`src/rtl/core_pkg.sv`:
```
// Shared definitions for the core front end and execute stage: ALU codes,
// instruction encodings, instruction field positions and the fetch FSM states.
package core_pkg;

  // ALU operation codes; the ALU decodes the same values
  localparam logic [3:0] ALU_AND = 4'b0000;
  localparam logic [3:0] ALU_OR  = 4'b0001;
  localparam logic [3:0] ALU_ADD = 4'b0010;
  localparam logic [3:0] ALU_SUB = 4'b0110;
  localparam logic [3:0] ALU_SLT = 4'b0111;

  localparam logic [6:0]  OPC_RTYPE   = 7'b0110011;
  localparam logic [31:0] INSTR_ECALL = 32'h0000_0073;

  localparam logic [6:0] F7_BASE = 7'b0000000;
  localparam logic [6:0] F7_ALT  = 7'b0100000;

  localparam logic [2:0] F3_ADDSUB = 3'b000;
  localparam logic [2:0] F3_SLT    = 3'b010;
  localparam logic [2:0] F3_OR     = 3'b110;
  localparam logic [2:0] F3_AND    = 3'b111;

  // Instruction field positions (LSB of each field)
  localparam int unsigned OPC_LSB    = 0;
  localparam int unsigned RD_LSB     = 7;
  localparam int unsigned FUNCT3_LSB = 12;
  localparam int unsigned RS1_LSB    = 15;
  localparam int unsigned RS2_LSB    = 20;
  localparam int unsigned FUNCT7_LSB = 25;

  typedef enum logic [1:0] {
    ST_RUN   = 2'd0,
    ST_HALT  = 2'd1,
    ST_ERROR = 2'd2
  } state_e;

endpackage

```
`src/rtl/instr_decoder.sv`:
```
// Combinational RV32I R-type decoder: extracts register indices, selects the
// ALU code and flags legal ALU ops and ECALL.
module instr_decoder
  import core_pkg::*;
(
  input  logic [31:0] instr_i,
  output logic [4:0]  rs1_o,
  output logic [4:0]  rs2_o,
  output logic [4:0]  rd_o,
  output logic [3:0]  alu_control_o,
  output logic        legal_o,
  output logic        is_ecall_o
);

  logic [6:0] opcode;
  logic [6:0] funct7;
  logic [2:0] funct3;

  assign opcode     = instr_i[OPC_LSB +: 7];
  assign funct3     = instr_i[FUNCT3_LSB +: 3];
  assign funct7     = instr_i[FUNCT7_LSB +: 7];
  assign rs1_o      = instr_i[RS1_LSB +: 5];
  assign rs2_o      = instr_i[RS2_LSB +: 5];
  assign rd_o       = instr_i[RD_LSB +: 5];
  assign is_ecall_o = (instr_i == INSTR_ECALL);

  // Map funct7/funct3 of an R-type word onto the ALU code
  always_comb begin
    alu_control_o = ALU_AND;
    legal_o       = 1'b0;
    if (opcode == OPC_RTYPE) begin
      case ({funct7, funct3})
        {F7_BASE, F3_ADDSUB}: begin alu_control_o = ALU_ADD; legal_o = 1'b1; end
        {F7_ALT,  F3_ADDSUB}: begin alu_control_o = ALU_SUB; legal_o = 1'b1; end
        {F7_BASE, F3_AND}:    begin alu_control_o = ALU_AND; legal_o = 1'b1; end
        {F7_BASE, F3_OR}:     begin alu_control_o = ALU_OR;  legal_o = 1'b1; end
        {F7_BASE, F3_SLT}:    begin alu_control_o = ALU_SLT; legal_o = 1'b1; end
        default:              begin alu_control_o = ALU_AND; legal_o = 1'b0; end
      endcase
    end
  end

endmodule

```
`src/rtl/fetch_decode.sv`:
```
// Core front end: credit-limited instruction fetch into a 2-entry FIFO,
// combinational decode of the head and a valid/ready bundle toward execute.
// ECALL halts and an illegal word traps; both freeze fetch until reset.
module fetch_decode
  import core_pkg::*;
#(
  parameter logic [31:0] RESET_PC  = 32'h0000_0000,
  parameter int unsigned BUF_DEPTH = 2
) (
  input  logic        clk,
  input  logic        reset,
  output logic        imem_req,
  output logic [31:0] imem_addr,
  input  logic [31:0] imem_rdata,
  output logic        out_valid,
  input  logic        out_ready,
  output logic [4:0]  rs1,
  output logic [4:0]  rs2,
  output logic [4:0]  rd,
  output logic [3:0]  alu_control,
  output logic        write_en,
  output logic        halted,
  output logic        error,
  output logic [31:0] retired
);

  state_e      state_q;
  logic [31:0] pc_q;
  logic [31:0] retired_q;
  logic        inflight_q;
  logic        halted_q;
  logic        error_q;
  logic [1:0]  count_q;
  logic        rd_ptr_q;
  logic        wr_ptr_q;
  logic [31:0] buf_q [BUF_DEPTH];

  logic        run, buffered, push, have_head, store, unload;
  logic        accept, flush, head_ecall, head_illegal, credit_ok;
  logic [31:0] head;
  logic [4:0]  dec_rs1, dec_rs2, dec_rd;
  logic [3:0]  dec_alu;
  logic        dec_legal, dec_ecall;

  assign run       = (state_q == ST_RUN) && !reset;
  assign buffered  = (count_q != '0);
  assign push      = run && inflight_q;
  assign have_head = buffered || push;

  // With an empty buffer the arriving word is decoded directly so it can
  // issue in the cycle it lands; it is only stored if not accepted.
  assign head = buffered ? buf_q[rd_ptr_q] : imem_rdata;

  instr_decoder u_dec (
    .instr_i       (head),
    .rs1_o         (dec_rs1),
    .rs2_o         (dec_rs2),
    .rd_o          (dec_rd),
    .alu_control_o (dec_alu),
    .legal_o       (dec_legal),
    .is_ecall_o    (dec_ecall)
  );

  assign head_ecall   = run && have_head && dec_ecall;
  assign head_illegal = run && have_head && !dec_legal && !dec_ecall;
  assign flush        = head_ecall || head_illegal;

  assign out_valid = run && have_head && dec_legal;
  assign accept    = out_valid && out_ready;
  assign write_en  = accept && (dec_rd != '0);

  assign rs1         = out_valid ? dec_rs1 : '0;
  assign rs2         = out_valid ? dec_rs2 : '0;
  assign rd          = out_valid ? dec_rd  : '0;
  assign alu_control = out_valid ? dec_alu : '0;

  assign credit_ok = ({1'b0, count_q} + {2'b00, inflight_q}) < 3'(BUF_DEPTH);
  assign imem_req  = run && credit_ok && !flush;
  assign imem_addr = pc_q;

  assign store  = push && !(accept && !buffered);
  assign unload = accept && buffered;

  assign halted  = halted_q;
  assign error   = error_q;
  assign retired = retired_q;

  // Instruction buffer storage (data path, no reset needed)
  always_ff @(posedge clk) begin
    if (!reset && !flush && store) begin
      buf_q[wr_ptr_q] <= imem_rdata;
    end
  end

  // Fetch pointer, credit, FIFO pointers, retire counter and halt/trap FSM
  always_ff @(posedge clk) begin
    if (reset) begin
      state_q    <= ST_RUN;
      pc_q       <= RESET_PC;
      inflight_q <= 1'b0;
      count_q    <= '0;
      rd_ptr_q   <= 1'b0;
      wr_ptr_q   <= 1'b0;
      retired_q  <= '0;
      halted_q   <= 1'b0;
      error_q    <= 1'b0;
    end else begin
      if (imem_req) begin
        pc_q <= pc_q + 32'd4;
      end
      inflight_q <= imem_req;
      if (flush) begin
        count_q  <= '0;
        rd_ptr_q <= 1'b0;
        wr_ptr_q <= 1'b0;
      end else begin
        if (store) begin
          wr_ptr_q <= ~wr_ptr_q;
        end
        if (unload) begin
          rd_ptr_q <= ~rd_ptr_q;
        end
        count_q <= count_q + 2'(store) - 2'(unload);
      end
      if (accept) begin
        retired_q <= retired_q + 32'd1;
      end
      unique case (state_q)
        ST_RUN: begin
          if (head_ecall) begin
            state_q  <= ST_HALT;
            halted_q <= 1'b1;
          end else if (head_illegal) begin
            state_q <= ST_ERROR;
            error_q <= 1'b1;
          end
        end
        ST_HALT, ST_ERROR: begin
          state_q <= state_q;
        end
        default: begin
          state_q <= ST_ERROR;
        end
      endcase
    end
  end

  // The fetch credit must make a push into a full buffer impossible
  always_ff @(posedge clk) begin
    if (!reset && !flush && store) begin
      assert (count_q < 2'(BUF_DEPTH));
    end
  end

endmodule
```
`config.mk`:
```
export PLATFORM = sky130hd
export DESIGN_NAME = fetch_decode
export DESIGN_NICKNAME = d
export VERILOG_FILES = /design/src/rtl/core_pkg.sv /design/src/rtl/instr_decoder.sv /design/src/rtl/fetch_decode.sv
export SDC_FILE = /design/constraint.sdc
export NUM_CORES = 1
export LEC_CHECK = 0
export CORE_AREA = 2 2 117 119
export CTS_BUF_LIST = sky130_fd_sc_hd__clkbuf_2 sky130_fd_sc_hd__clkbuf_4 sky130_fd_sc_hd__clkbuf_8
export CTS_CLUSTER_DIAMETER = 80
export DETAILED_ROUTE_END_ITERATION = 10
export DIE_AREA = 0 0 119 121
export PLACE_DENSITY = 0.83
export SLEW_MARGIN = 30
export SYNTH_ARGS = -nofsm -noshare
export SYNTH_HDL_FRONTEND = slang
export SYNTH_SLANG_ARGS = --single-unit
```
`constraint.sdc`:
```
create_clock -name clk -period 14.4 [get_ports clk]
set_input_delay 2.88 -clock clk [delete_from_list [all_inputs] [get_ports clk]]
set_output_delay 2.88 -clock clk [all_outputs]
set_load 0.02 [all_outputs]
```
== After elaboration in Yosys (flattened, before gate mapping) ==
Memory sizes are Yosys's and may differ from the RTL's. A register that Yosys moved wholly into a read port is not among the register bits.
Index checks and enable logic that the tools add are counted.

* Bitwise operators: 4
* Reduce and logical (&&, ||, !) cells: 34
* Equal/unequal tests: 9
* Mux-type cells: 16
* $add $sub $neg: 5
* Order comparisons: 1

{| class="wikitable"
|+ Operator list
! cell !! count
|-
| $add 32x1->32 const B || 1
|-
| $add 32x3->32 const B || 1
|-
| $eq 32x7->1 const B || 1
|-
| $mux 32 || 1
|-
| $eq 10x3->1 const B || 2
|-
| $logic_and 1x1->1 || 16
|-
| $mux 5 || 3
|-
| $pmux 3 s4 || 1
|-
| $eq 10x2->1 const B || 1
|-
| $eq 10x9->1 const B || 1
|-
| $logic_not 10->1 || 1
|-
| $mux 4 || 2
|-
| $eq 7x6->1 const B || 1
|-
| $logic_not 1->1 || 6
|-
| $mux 1 || 6
|-
| $reduce_bool 5->1 || 1
|-
| $reduce_or 5->1 || 1
|-
| $mux 2 || 2
|-
| $not 1->1 || 4
|-
| $pmux 2 s2 || 1
|-
| $reduce_and 2->1 || 2
|-
| $reduce_or 2->1 || 2
|-
| $add 2x1->3 || 1
|-
| $lt 3x2->1 const B || 1
|-
| 9 further kinds || 10
|}

* Memories kept: 1
* Word-level logic and storage cells: 79
* Output and inout bits: 88
* Register bits: 73
* Memory bits (writable): 64
* Bits of input ports: 35

{| class="wikitable"
|+ Memories
! name !! depth !! width !! read ports !! clocked after memory_dff !! write ports !! RTL line !! source
|-
| buf_q || 2 || 32 || 1 || 1 || 1 || fetch_decode.sv:36 || <nowiki>logic [31:0] buf_q [BUF_DEPTH];</nowiki>
|}

== Depth between registers and ports, before layout ==
* Word-level depth: 15
* Depth in mapped cells: 14
* Mapped depth without buffers: 12

== Cells and area by module ==
Synthesis repeated with hierarchy kept, for this count alone.

* Cell total of the unflattened synthesis: 628
* Area, all modules: 6,342.3 um^2

{| class="wikitable"
|+ By module, submodules not included
! module !! area each (um^2) !! times used !! cells each !! seq. area each (um^2)
|-
| fetch_decode || 6,049.6 || 1 || 590 || 3,363.2
|-
| instr_decoder || 292.8 || 1 || 38 || 0.0
|}

== Worst setup path before layout ==
OpenSTA, ideal clock, no wires.

* Path kind: input -> output
* From: in imem_rdata[25]
* To: out alu_control[0]
* Cell stages on the path: 6
* Data required time: 11.520 ns
* Arrival time: 5.243 ns
* Buffers on the path: 0
* Setup slack: 6.277 ns
* Cells stage by stage: or4_1 > nor4_1 > a31oi_1 > nor4_2 > nand2_1 > nor4_1

* Cells in the longest elaborated chain, start to end: 7
* Elaborated cells on any way between the ends: 13
* Those cells by class: eq/ne (4); mux (6); reduce/logical (3)

{| class="wikitable"
|+ Ends and longest elaborated chain
! what !! RTL line !! source
|-
| from (decl) || fetch_decode.sv:14 || <nowiki>input logic [31:0] imem_rdata,</nowiki>
|-
| $mux 32 (*) || fetch_decode.sv:52 || <nowiki>assign head = buffered ? buf_q[rd_ptr_q] : imem_rdata;</nowiki>
|-
| $eq 10x9->1 (tied with other cells) || instr_decoder.sv:32 || <nowiki>case ({funct7, funct3})</nowiki>
|-
| $reduce_or 5->1 (no line) || n/a ||
|-
| $mux 1 || instr_decoder.sv:32 ||
|-
| $mux 1 || instr_decoder.sv:31 || <nowiki>if (opcode == OPC_RTYPE) begin</nowiki>
|-
| $logic_and 1x1->1 || fetch_decode.sv:68 || <nowiki>assign out_valid = run && have_head && dec_legal;</nowiki>
|-
| $mux 4 (*) || fetch_decode.sv:75 || <nowiki>assign alu_control = out_valid ? dec_alu : '0;</nowiki>
|-
| to (decl) || fetch_decode.sv:20 || <nowiki>output logic [3:0] alu_control,</nowiki>
|}

Every way passes the cells marked *; elsewhere a longest branch is shown, timed or not.

== Worst setup path after layout ==
Ends and elaborated chain as after synthesis.

==> reports/summary.txt <==
Yosys top cell area share - 30.37%
area grow syn2layout - 28.30%
Startpoint Class - input pin
Post-synth EDFFs - 64
Yosys cell types - 57
Comb power frac - 15.3%
count leader, synth - dfxtp_1
Worst path slowest cell - nor4_2
share of cells above drive strength 1 - 9.769%
GRT Overall Usage - 22.53%
Mapped Area - 6327 sq um
Site Rows - 42
CTS tree - yes
Sum Neg Setup Slack - 0 ns
CTS Sinks - 136
arrival time worst endpoint - 6.79 ns
most frequent cells after synthesis - dfxtp_1 (72), edfxtp_1 (64), nor2_1 (60)
Clk Tree Root Cell - clkbuf_8
Core Region - 13090 sq um
routed vias - 5248
Seq cells post-synth - 136
clock slew at reported path FFs - 0.08 ns
# setup viols final - 0
Die W - 119 microns
worst vdd rail ir drop - 0.00005826 V
Async S/R FF share, synth - 0%
Die Footprint - 14400 sq um
CTS HTree Levels - 4
fmax - 0.1034 GHz
Post-CTS Repair Setup Buffers - 0
routed wire length - 15.91 mm
post-route clock period utilization - 67.15%
Required @ worst endpoint - 11.52 ns
delay-heaviest family, CP - simple AND/OR/NAND/NOR gates
remaining antenna violation count - 0
relative slew slack - 39.93%
Int Pwr - 0.0006781 W
Critical path origin - imem_rdata[25]
Crit. End Element - output pin
Sw Ratio - 26.69%
post-cts sizing count - 0
Initial Util - 48.36%
Max Cap Viol - 0
Setup Skew - 0.01131 ns
post-layout min period - 9.669 ns
largest net degree at the start of global routing - 68
worst-skew pair later-pin latency - 0.45 ns
Crit path largest cell delay - 0.77 ns
Post-synth top flop - dfxtp_1
Least-Margin Pin Slew - 0.8968 ns
status - finished clean
RSZ-0062 raised after global routing - no
leading area contributor after synthesis - edfxtp_1
Synth area leaders - edfxtp_1 (30%), dfxtp_1 (23%), mux2_2 (3.7%)
DRC - 0
Crit Path Class - in -> out
n_diodes - 0
leakage dissipation - 2.607 nW
hpwl dp - 10.80 mm
fraction of the yosys area taken by sequential cells - 53.15%
GRT overflow - 0
Critical path buffers and inverters - 2
# hold bufs at CTS - 0
Ys Warns - 0
vias in the first global route - 5196
first-pass GRT wire length - 25.51 mm
Vias per Instance - 5.748
NetSw - 0.0002469 W
Mapped Cells - 605
WL/cell - 17.43 microns
Worst R2R Start - count_q[0]$_SDFF_PP0_
First-pass DRT Iterations - 4
antenna violations before repair - 0
Synth Area per Inst - 10.46 sq um
Core Util, Final - 62.04%
Die Y - 121 microns
placed cell count - 881
buffers added on ports - 119
Pins Over Slew Limit - 0
top-level port count - 123
CTS Buffer Depth - 2
Hold Violations, Final - 0
final RePlAce weighted congestion - 0.7940
Pwr Density - 113.9 nW/um^2
Num CTS Buffers - 17
initial drt markers - 453
clock group share of total power - 38.2%
Worst Min Path Start - halted$_SDFFE_PP0P_
min-delay worst type - reg -> reg
nets - 764
Seq pwr share - 46.5%
crit path cell chain - clkdlybuf4s50_1 -> or4_1 -> nor4_1 -> a31oi_1 -> nor4_2 -> nand2_1 -> nor4_1 -> clkdlybuf4s50_1
CP Max Fanout - 18
Final Non-Filler Cells - 913
==> metal layers <==
metal  vias up  track usage (%)  part of all wire (%)  wire length (microns)
met5         -                0                     0                      0
met2       168            36.53                    48                   7716
met1      2559            29.00                    44                   6964
met4         0            8.482                   1.7                    272
met3        28            5.968                   6.0                    958
li1       2493                -                     -                      -
==> layout by cell type, fill, tap and decap left out, drive strengths merged, types with 23 or more instances in the layout <==
master,synthesis,routed
a21oi,23,23
clkdlybuf4s50,0,118
dfxtp,72,72
edfxtp,64,64
nand2,43,43
nand3,24,24
nand4,24,24
nor2,60,60
==> worst min-delay path: cells and delay by family, from the launching register on <==
| family | cells | cell delay (ns) |
|---|---|---|
| AOI/OAI and AO/OA | 1 | 0.05 |
| buffers and inverters | 1 | 0.05 |
| DFF | 1 | 0.31 |
==> worst paths after layout <==
check | endpoint | slack [ns] | depth (start not counted)
min reg2reg | halted$_SDFFE_PP0P_ | 0.45 | 2
max reg2reg | count_q[1]$_SDFF_PP0_ | 10.20 | 12
min | halted$_SDFFE_PP0P_ | 0.45 | 2
max | alu_control[0] | 4.73 | 8
==> cells by family after synthesis <==
kind of cell | synth area share, %
multiplexers | 7.633
adder cells (fa/ha/maj) | 0.9887
flip-flops | 53.15
buffers and inverters | 3.243
XOR/XNOR | 4.291
AND/OR/NAND/NOR | 22.50
AO/OA/AOI/OAI | 8.128
other | 0.05927
==> power groups by stage <==
stage / Combinational (W) / Sequential [W] / Clock [W]
global route: 0.000155 / 0.000432 / 0.000373
detailed placement: 0.000140 / 0.000439 / 0
floorplan: 0.0000890 / 0.000442 / 0
global placement: 0.000136 / 0.000438 / 0
CTS: 0.000141 / 0.000430 / 0.000357
finish: 0.000142 / 0.000430 / 0.000353
==> final cells by class <==
type,instances,area (sq um)
fill,1050,4967
inverter,19,71.32
tap,176,220.2
timing repair buffer,126,1239
clock buffer,17,234.0
multi-input combinational,424,2783
clock inverter,15,207.7
sequential,136,3363
==> state kept, by name (all words and copies together) (netlist names), named ones only <==
signal / cells
wr_ptr_q: 1
inflight_q: 1
error: 1
imem_addr: 30
state_q: 2
rd_ptr_q: 1
retired: 32
buf_q: 64
count_q: 2
halted: 1
==> through the flow <==
| stage | setup slack, ns | area, sq um | total power, W | hold slack, ns |
|---|---|---|---|---|
| after floorplan | 6.277 | 6335 | 0.0005305 | 0.4538 |
| after global placement | 4.948 | 7670 | 0.0005741 | 0.4352 |
| after detailed placement | 4.777 | 7670 | 0.0005792 | 0.4426 |
| after CTS | 4.781 | 8112 | 0.0009280 | 0.4602 |
| after global routing | 4.275 | 8118 | 0.0009603 | 0.4906 |
| final | 4.731 | 8118 | 0.0009249 | 0.4511 |
Note: power is estimated with default switching activity, not from simulation.
